### config.mk
export PLATFORM = sky130hd
export DESIGN_NAME = mem_arbiter
export DESIGN_NICKNAME = d
export VERILOG_FILES = /design/src/rtl/mem_arb_pkg.sv /design/src/rtl/rr_arb2.sv /design/src/rtl/mem_arbiter.sv
export SDC_FILE = /design/constraint.sdc
export NUM_CORES = 1
export LEC_CHECK = 0
export ABC_AREA = 0
export BUFFER_PORTS_ARGS = -buffer_cell sky130_fd_sc_hd__buf_2
export CELL_PAD_IN_SITES_DETAIL_PLACEMENT = 0
export CELL_PAD_IN_SITES_GLOBAL_PLACEMENT = 1
export CORE_MARGIN = 2
export CORE_UTILIZATION = 13
export DETAILED_ROUTE_END_ITERATION = 7
export GPL_TIMING_DRIVEN = 1
export PLACE_DENSITY_LB_ADDON = 0.12
export SLEW_MARGIN = 20
export SYNTH_ARGS = -nofsm -noshare
export SYNTH_HDL_FRONTEND = slang
export SYNTH_SLANG_ARGS = --single-unit
### constraint.sdc
create_clock -name clk -period 2.4 [get_ports clk]
set_clock_uncertainty 0.05 [all_clocks]
set_input_delay 0.36 -clock clk [delete_from_list [all_inputs] [get_ports clk]]
set_output_delay 0.36 -clock clk [all_outputs]
set_load 0.02 [all_outputs]
### src/rtl/mem_arb_pkg.sv
// Shared definitions for the CPU RAM arbiter: requester ids, grant vector
// indices and the address-legality masks.
package mem_arb_pkg;

  localparam int ADDR_W_DEF = 10;

  typedef enum logic {
    REQ_IF = 1'b0,
    REQ_D  = 1'b1
  } req_id_e;

  // Positions of each requester inside the two-bit request/grant vectors.
  localparam int IDX_IF = 0;
  localparam int IDX_D  = 1;

  localparam logic [31:0] ALIGN_MASK = 32'h0000_0003;

  // Byte-address bits above the RAM window; any of them set is out of range.
  function automatic logic [31:0] upper_mask(input int addr_w);
    logic [31:0] span;
    span = (32'h1 << (addr_w + 2)) - 32'h1;
    return ~span;
  endfunction

endpackage

### src/rtl/rr_arb2.sv
// Two-way round-robin arbiter. The pointer names the requester that wins the
// next contention and only moves when both sides request together.
module rr_arb2 #(
  parameter logic PTR_RST = 1'b1
) (
  input  logic       clk,
  input  logic       rst,
  input  logic [1:0] req,
  output logic [1:0] gnt
);

  logic ptr;
  logic contended;

  assign contended = &req;

  always_comb begin
    gnt = req;
    if (contended) begin
      gnt = ptr ? 2'b10 : 2'b01;
    end
  end

  // The winner was ptr, so the other side is favoured next time.
  always_ff @(posedge clk or posedge rst) begin
    if (rst) begin
      ptr <= PTR_RST;
    end else if (contended) begin
      ptr <= ~ptr;
    end
  end

endmodule

### src/rtl/mem_arbiter.sv
// Shares the single-port CPU RAM between instruction fetch and load/store.
// Grants and RAM port are combinational; responses return one cycle later.
module mem_arbiter
  import mem_arb_pkg::*;
#(
  parameter int ADDR_W = ADDR_W_DEF,
  parameter int DATA_W = 32
) (
  input  logic                clk,
  input  logic                rst,

  input  logic                if_req,
  input  logic [31:0]         if_addr,
  output logic                if_gnt,
  output logic                if_rvalid,
  output logic [DATA_W-1:0]   if_rdata,
  output logic                if_err,

  input  logic                d_req,
  input  logic                d_we,
  input  logic [DATA_W/8-1:0] d_be,
  input  logic [31:0]         d_addr,
  input  logic [DATA_W-1:0]   d_wdata,
  output logic                d_gnt,
  output logic                d_rvalid,
  output logic [DATA_W-1:0]   d_rdata,
  output logic                d_err,

  output logic                mem_en,
  output logic [DATA_W/8-1:0] mem_we,
  output logic [ADDR_W-1:0]   mem_addr,
  output logic [DATA_W-1:0]   mem_wdata,
  input  logic [DATA_W-1:0]   mem_rdata
);

  localparam logic [31:0] UPPER_MASK = upper_mask(ADDR_W);

  logic [1:0] req_v;
  logic [1:0] gnt;
  logic       if_bad;
  logic       d_bad;
  logic       sel_d;
  logic       sel_err;
  logic       sel_store;

  // Requests are masked while reset is held so the RAM port stays idle.
  assign req_v[IDX_IF] = if_req & ~rst;
  assign req_v[IDX_D]  = d_req & ~rst;

  rr_arb2 #(
    .PTR_RST (1'b1)
  ) u_rr_arb2 (
    .clk (clk),
    .rst (rst),
    .req (req_v),
    .gnt (gnt)
  );

  assign if_gnt = gnt[IDX_IF];
  assign d_gnt  = gnt[IDX_D];

  assign if_bad = (|(if_addr & ALIGN_MASK)) | (|(if_addr & UPPER_MASK));
  assign d_bad  = |(d_addr & UPPER_MASK);

  assign sel_d     = gnt[IDX_D];
  assign sel_err   = sel_d ? d_bad : if_bad;
  assign sel_store = sel_d & d_we;

  assign mem_en    = (|gnt) & ~sel_err;
  assign mem_we    = (sel_d & d_we & ~d_bad) ? d_be : '0;
  assign mem_addr  = sel_d ? d_addr[ADDR_W+1:2] : if_addr[ADDR_W+1:2];
  assign mem_wdata = d_wdata;

  // ---- stage p1: response of the access granted last cycle ----
  logic    vld_p1;
  req_id_e id_p1;
  logic    err_p1;
  logic    store_p1;
  logic    rd_ok_p1;

  always_ff @(posedge clk or posedge rst) begin
    if (rst) begin
      vld_p1   <= 1'b0;
      id_p1    <= REQ_IF;
      err_p1   <= 1'b0;
      store_p1 <= 1'b0;
    end else begin
      vld_p1   <= |gnt;
      id_p1    <= sel_d ? REQ_D : REQ_IF;
      err_p1   <= (|gnt) & sel_err;
      store_p1 <= sel_store;
    end
  end

  assign rd_ok_p1 = vld_p1 & ~err_p1 & ~store_p1;

  assign if_rvalid = vld_p1 & (id_p1 == REQ_IF);
  assign d_rvalid  = vld_p1 & (id_p1 == REQ_D);
  assign if_err    = if_rvalid & err_p1;
  assign d_err     = d_rvalid & err_p1;
  assign if_rdata  = (if_rvalid & rd_ok_p1) ? mem_rdata : '0;
  assign d_rdata   = (d_rvalid & rd_ok_p1) ? mem_rdata : '0;

endmodule

==> impl_metrics.prom <==
# TYPE chip_impl_metric gauge
chip_impl_info{name="status",value="finished, final reports clean"} 1
chip_impl_info{name="crit_path_start_kind",value="flop"} 1
chip_impl_metric{name="worst_reg_to_reg_setup_slack",unit="ns"} 0.87
chip_impl_metric{name="seq_power_share",unit="%"} 18.7
chip_impl_metric{name="preCtsSetupSlack",unit="ns"} 0.320
chip_impl_metric{name="final_antenna_net_count",unit=""} 0
chip_impl_metric{name="share_clk_of_total_power",unit="%"} 24.7
chip_impl_metric{name="die-width",unit="um"} 99.2
chip_impl_metric{name="io_buffer_count",unit=""} 187
chip_impl_info{name="worst_setup_path_endpoint",value="mem_en"} 1
chip_impl_metric{name="avgViaCountPerCell",unit=""} 3.86
chip_impl_info{name="most_frequent_standard_cell_in_the_layout_excluding_fill_and_tap_cells",value="buf_2"} 1
chip_impl_metric{name="fin_crit_sh",unit="%"} 89.9
chip_impl_metric{name="synthesis.area_per_instance",unit="um^2"} 6.50
chip_impl_metric{name="insertion_delay",unit="ns"} 0.22
chip_impl_metric{name="sw_frac_of_total",unit="%"} 40.1
chip_impl_metric{name="drt_pass_1_iters",unit=""} 4
chip_impl_info{name="rsz0062_at_grt",value="false"} 1
chip_impl_metric{name="worst-endpoint-arrival",unit="ns"} 1.75
chip_impl_metric{name="yosys_warnings",unit=""} 0
chip_impl_metric{name="power.net_switching",unit="uW"} 251
chip_impl_info{name="top_layer_reached_by_signal_wires",value="met4"} 1
chip_impl_metric{name="initial_core_utilization",unit="%"} 13.4
chip_impl_metric{name="postCtsSetupRepairBufs",unit=""} 0
chip_impl_metric{name="grt_antenna_before_repair",unit=""} 0
chip_impl_metric{name="synth-seq-area-share",unit="%"} 10.7
chip_impl_metric{name="max-vdd-ir-drop",unit="V"} 0.000107
chip_impl_metric{name="fp.coreArea",unit="um^2"} 8760
chip_impl_info{name="timing.critical_path.to_type",value="primary output"} 1
chip_impl_metric{name="finalCriticalPeriod",unit="ns"} 2.16
chip_impl_metric{name="routed_wl",unit="um"} 4570
chip_impl_metric{name="worstPathMaxFanout",unit=""} 3
chip_impl_info{name="hold_path_class",value="input pin to asynchronous set/reset pin"} 1
chip_impl_metric{name="cts.path.max_buffers",unit=""} 2
chip_impl_metric{name="die_boundary_height",unit="um"} 99.2
chip_impl_metric{name="grt_max_degree",unit=""} 33
chip_impl_metric{name="synthesis.instances",unit=""} 181
chip_impl_metric{name="grtUsageTotal",unit="%"} 8.18
chip_impl_metric{name="post_layout_net_count",unit=""} 474
chip_impl_metric{name="route.layer.met1.wl",unit="um"} 1520
chip_impl_metric{name="comb_power_share",unit="%"} 56.6
chip_impl_metric{name="power_per_cell_area",unit="nW/um^2"} 305
chip_impl_metric{name="critPathRequiredTime",unit="ns"} 1.99
chip_impl_metric{name="postCtsHoldBufs",unit=""} 0
chip_impl_metric{name="max_freq",unit="GHz"} 0.463
chip_impl_info{name="critical_path.cell_chain",value="nand2b_1 > nand4_1 > or3_1 > a21boi_1 > buf_2"} 1
chip_impl_metric{name="avgRoutedWirePerCell",unit="um"} 10.3
chip_impl_metric{name="path_clk_slew",unit="ns"} 0.03
chip_impl_metric{name="worst_slew_margin_rel",unit="%"} 72.9
chip_impl_metric{name="grt_pass1_vias",unit=""} 1497
chip_impl_metric{name="detail_route.iter0.violations",unit=""} 32
chip_impl_metric{name="route.vias.total",unit=""} 1712
chip_impl_metric{name="fin_setup_tns",unit="ns"} 0
chip_impl_metric{name="worst-slew-pin-transition",unit="ns"} 0.406
chip_impl_metric{name="routed-wl-met2",unit="um"} 2320
chip_impl_metric{name="syn_area",unit="um^2"} 1180
chip_impl_info{name="worst_r2r_endpoint",value="err_p1$_DFF_PP0_"} 1
chip_impl_metric{name="drv.max_cap_violation_count",unit=""} 0
chip_impl_metric{name="power.leakage",unit="nW"} 1.32
chip_impl_metric{name="hold_viol_final",unit=""} 0
chip_impl_metric{name="overflow",unit=""} 0
chip_impl_metric{name="gp_congestion",unit=""} 0.680
chip_impl_info{name="cts_tree",value="done"} 1
chip_impl_metric{name="std_cell_rows",unit=""} 34
chip_impl_metric{name="cts-htree-levels",unit=""} 1
chip_impl_metric{name="met3_wirelength",unit="um"} 676
chip_impl_info{name="most-common-layout-cells",value="buf_2, and2_1, nand2_1"} 1
chip_impl_metric{name="post_cts_resized",unit=""} 0
chip_impl_metric{name="setup_ws",unit="ns"} 0.242
chip_impl_metric{name="clock_sink_count",unit=""} 5
chip_impl_metric{name="synth-seq-cells",unit=""} 5
chip_impl_metric{name="synth.net_count",unit=""} 318
chip_impl_metric{name="cts_buffers",unit=""} 3
chip_impl_metric{name="layout_cells_sized_above_1",unit="%"} 59.2
chip_impl_metric{name="area_delta_synth_final",unit="%"} 74.3
chip_impl_info{name="worst_r2r_startpoint",value="u_rr_arb2.ptr$_DFFE_PP1P_"} 1
chip_impl_metric{name="report.final.setup_viol",unit=""} 0
chip_impl_info{name="worst_setup_path_startpoint",value="u_rr_arb2.ptr$_DFFE_PP1P_"} 1
chip_impl_metric{name="die_area",unit="um^2"} 9830
chip_impl_info{name="root_buffer",value="clkbuf_8"} 1
chip_impl_info{name="timing_worst_setup_path_type",value="flop to primary output"} 1
chip_impl_metric{name="delay_of_the_slowest_cell_on_the_worst_path",unit="ns"} 0.54
chip_impl_metric{name="floorplan.io_pins",unit=""} 254
chip_impl_info{name="timing.critical_path.slowest_stage_cell",value="dfstp_2"} 1
chip_impl_metric{name="dp_hpwl",unit="um"} 4020
chip_impl_metric{name="inserted_diodes",unit=""} 0
chip_impl_metric{name="final_routed_drc_violation_total",unit=""} 0
chip_impl_metric{name="reg2regPathDepth",unit=""} 4
chip_impl_metric{name="power.internal",unit="uW"} 376
chip_impl_metric{name="ys_types",unit=""} 21
chip_impl_metric{name="timing.final.max_slew_violations",unit=""} 0
chip_impl_metric{name="first_pass_grt_wire_length",unit="um"} 6620
## worst max-delay path: cells and delay by family, from the launching register on
kind                   cells  cell delay, ns
AO/OA/AOI/OAI              1            0.14
AND/OR/NAND/NOR            3            0.66
buffers and inverters      1            0.19
flip-flops                 1            0.54
## per-layer routing
metal	vias up	global-route usage, %
met5	-	0
met1	713	7.77
met3	4	2.32
li1	850	-
met2	145	16.6
met4	0	2.53
## worst min-delay path by stage
stage | from | cells after the start | slack [ns] | to
finish | rst | 3 | 0.1 | vld_p1$_DFF_PP0_
global route | rst | 3 | 0.12 | vld_p1$_DFF_PP0_
CTS | rst | 3 | 0.09 | vld_p1$_DFF_PP0_
detailed placement | rst | 3 | 0.33 | vld_p1$_DFF_PP0_
global placement | rst | 3 | 0.33 | vld_p1$_DFF_PP0_
floorplan | rst | 1 | 0.12 | err_p1$_DFF_PP0_
## stage by stage
step	instances	instance area (um^2)	power, mW	hold WS, ns	utilization, %
after global routing	444	2050	0.679	0.123	23.4
after floorplan	181	1180	0.382	0.118	-
final	444	2050	0.626	0.0977	23.4
after detailed placement	440	2010	0.480	0.329	22.9
after CTS	444	2050	0.638	0.0932	23.4
after global placement	440	2010	0.481	0.328	22.9
## kinds of logic after synthesis
family,after synthesis,synth area share [%]
AND/OR/NAND/NOR,131,63.9
XOR/XNOR,1,0.744
AO/OA/AOI/OAI,1,0.638
flip-flops,5,10.7
buffers and inverters,43,24.0
## final cells by class
type / instances / area (um^2)
multi-input cells: 133 / 768
repair buffers: 191 / 966
fillers: 1010 / 6710
clock buffers: 4 / 45.0
inverters: 3 / 11.3
well taps: 108 / 135
flip-flops and latches: 5 / 126
## flip-flops by register name (all words and copies together) (netlist names)
register / cells
err_p1: 1
id_p1: 1
store_p1: 1
u_rr_arb2.ptr: 1
vld_p1: 1
## Yosys cell counts (all sizes together)
| cell | n | area, um^2 |
|---|---|---|
| and2 | 70 | 438 |
| buf | 33 | 245 |
| nand2 | 33 | 124 |
| nor4 | 11 | 81.3 |
| clkbuf | 7 | 26.3 |
| dfrtp | 4 | 100 |
| nor2 | 4 | 15.0 |
| and3 | 3 | 18.8 |
| inv | 3 | 11.3 |
| nand3 | 2 | 10.0 |
| nand4 | 2 | 12.5 |
| nor3b | 2 | 25.0 |
| a21boi | 1 | 7.51 |
| and4 | 1 | 8.76 |
| dfstp | 1 | 26.3 |
| nand2b | 1 | 6.26 |
| nor2b | 1 | 6.26 |
| or3 | 1 | 6.26 |
| xnor2 | 1 | 8.76 |
## power groups by stage
stage                     sequential (mW)  clock [mW]  combinational, mW
after floorplan                     0.115           0              0.268
after detailed placement            0.118           0              0.362
after global routing                0.120       0.168              0.391
after CTS                           0.117       0.158              0.363
final                               0.117       0.155              0.354
after global placement              0.118           0              0.363
Note: power is estimated with default switching activity, not from simulation.
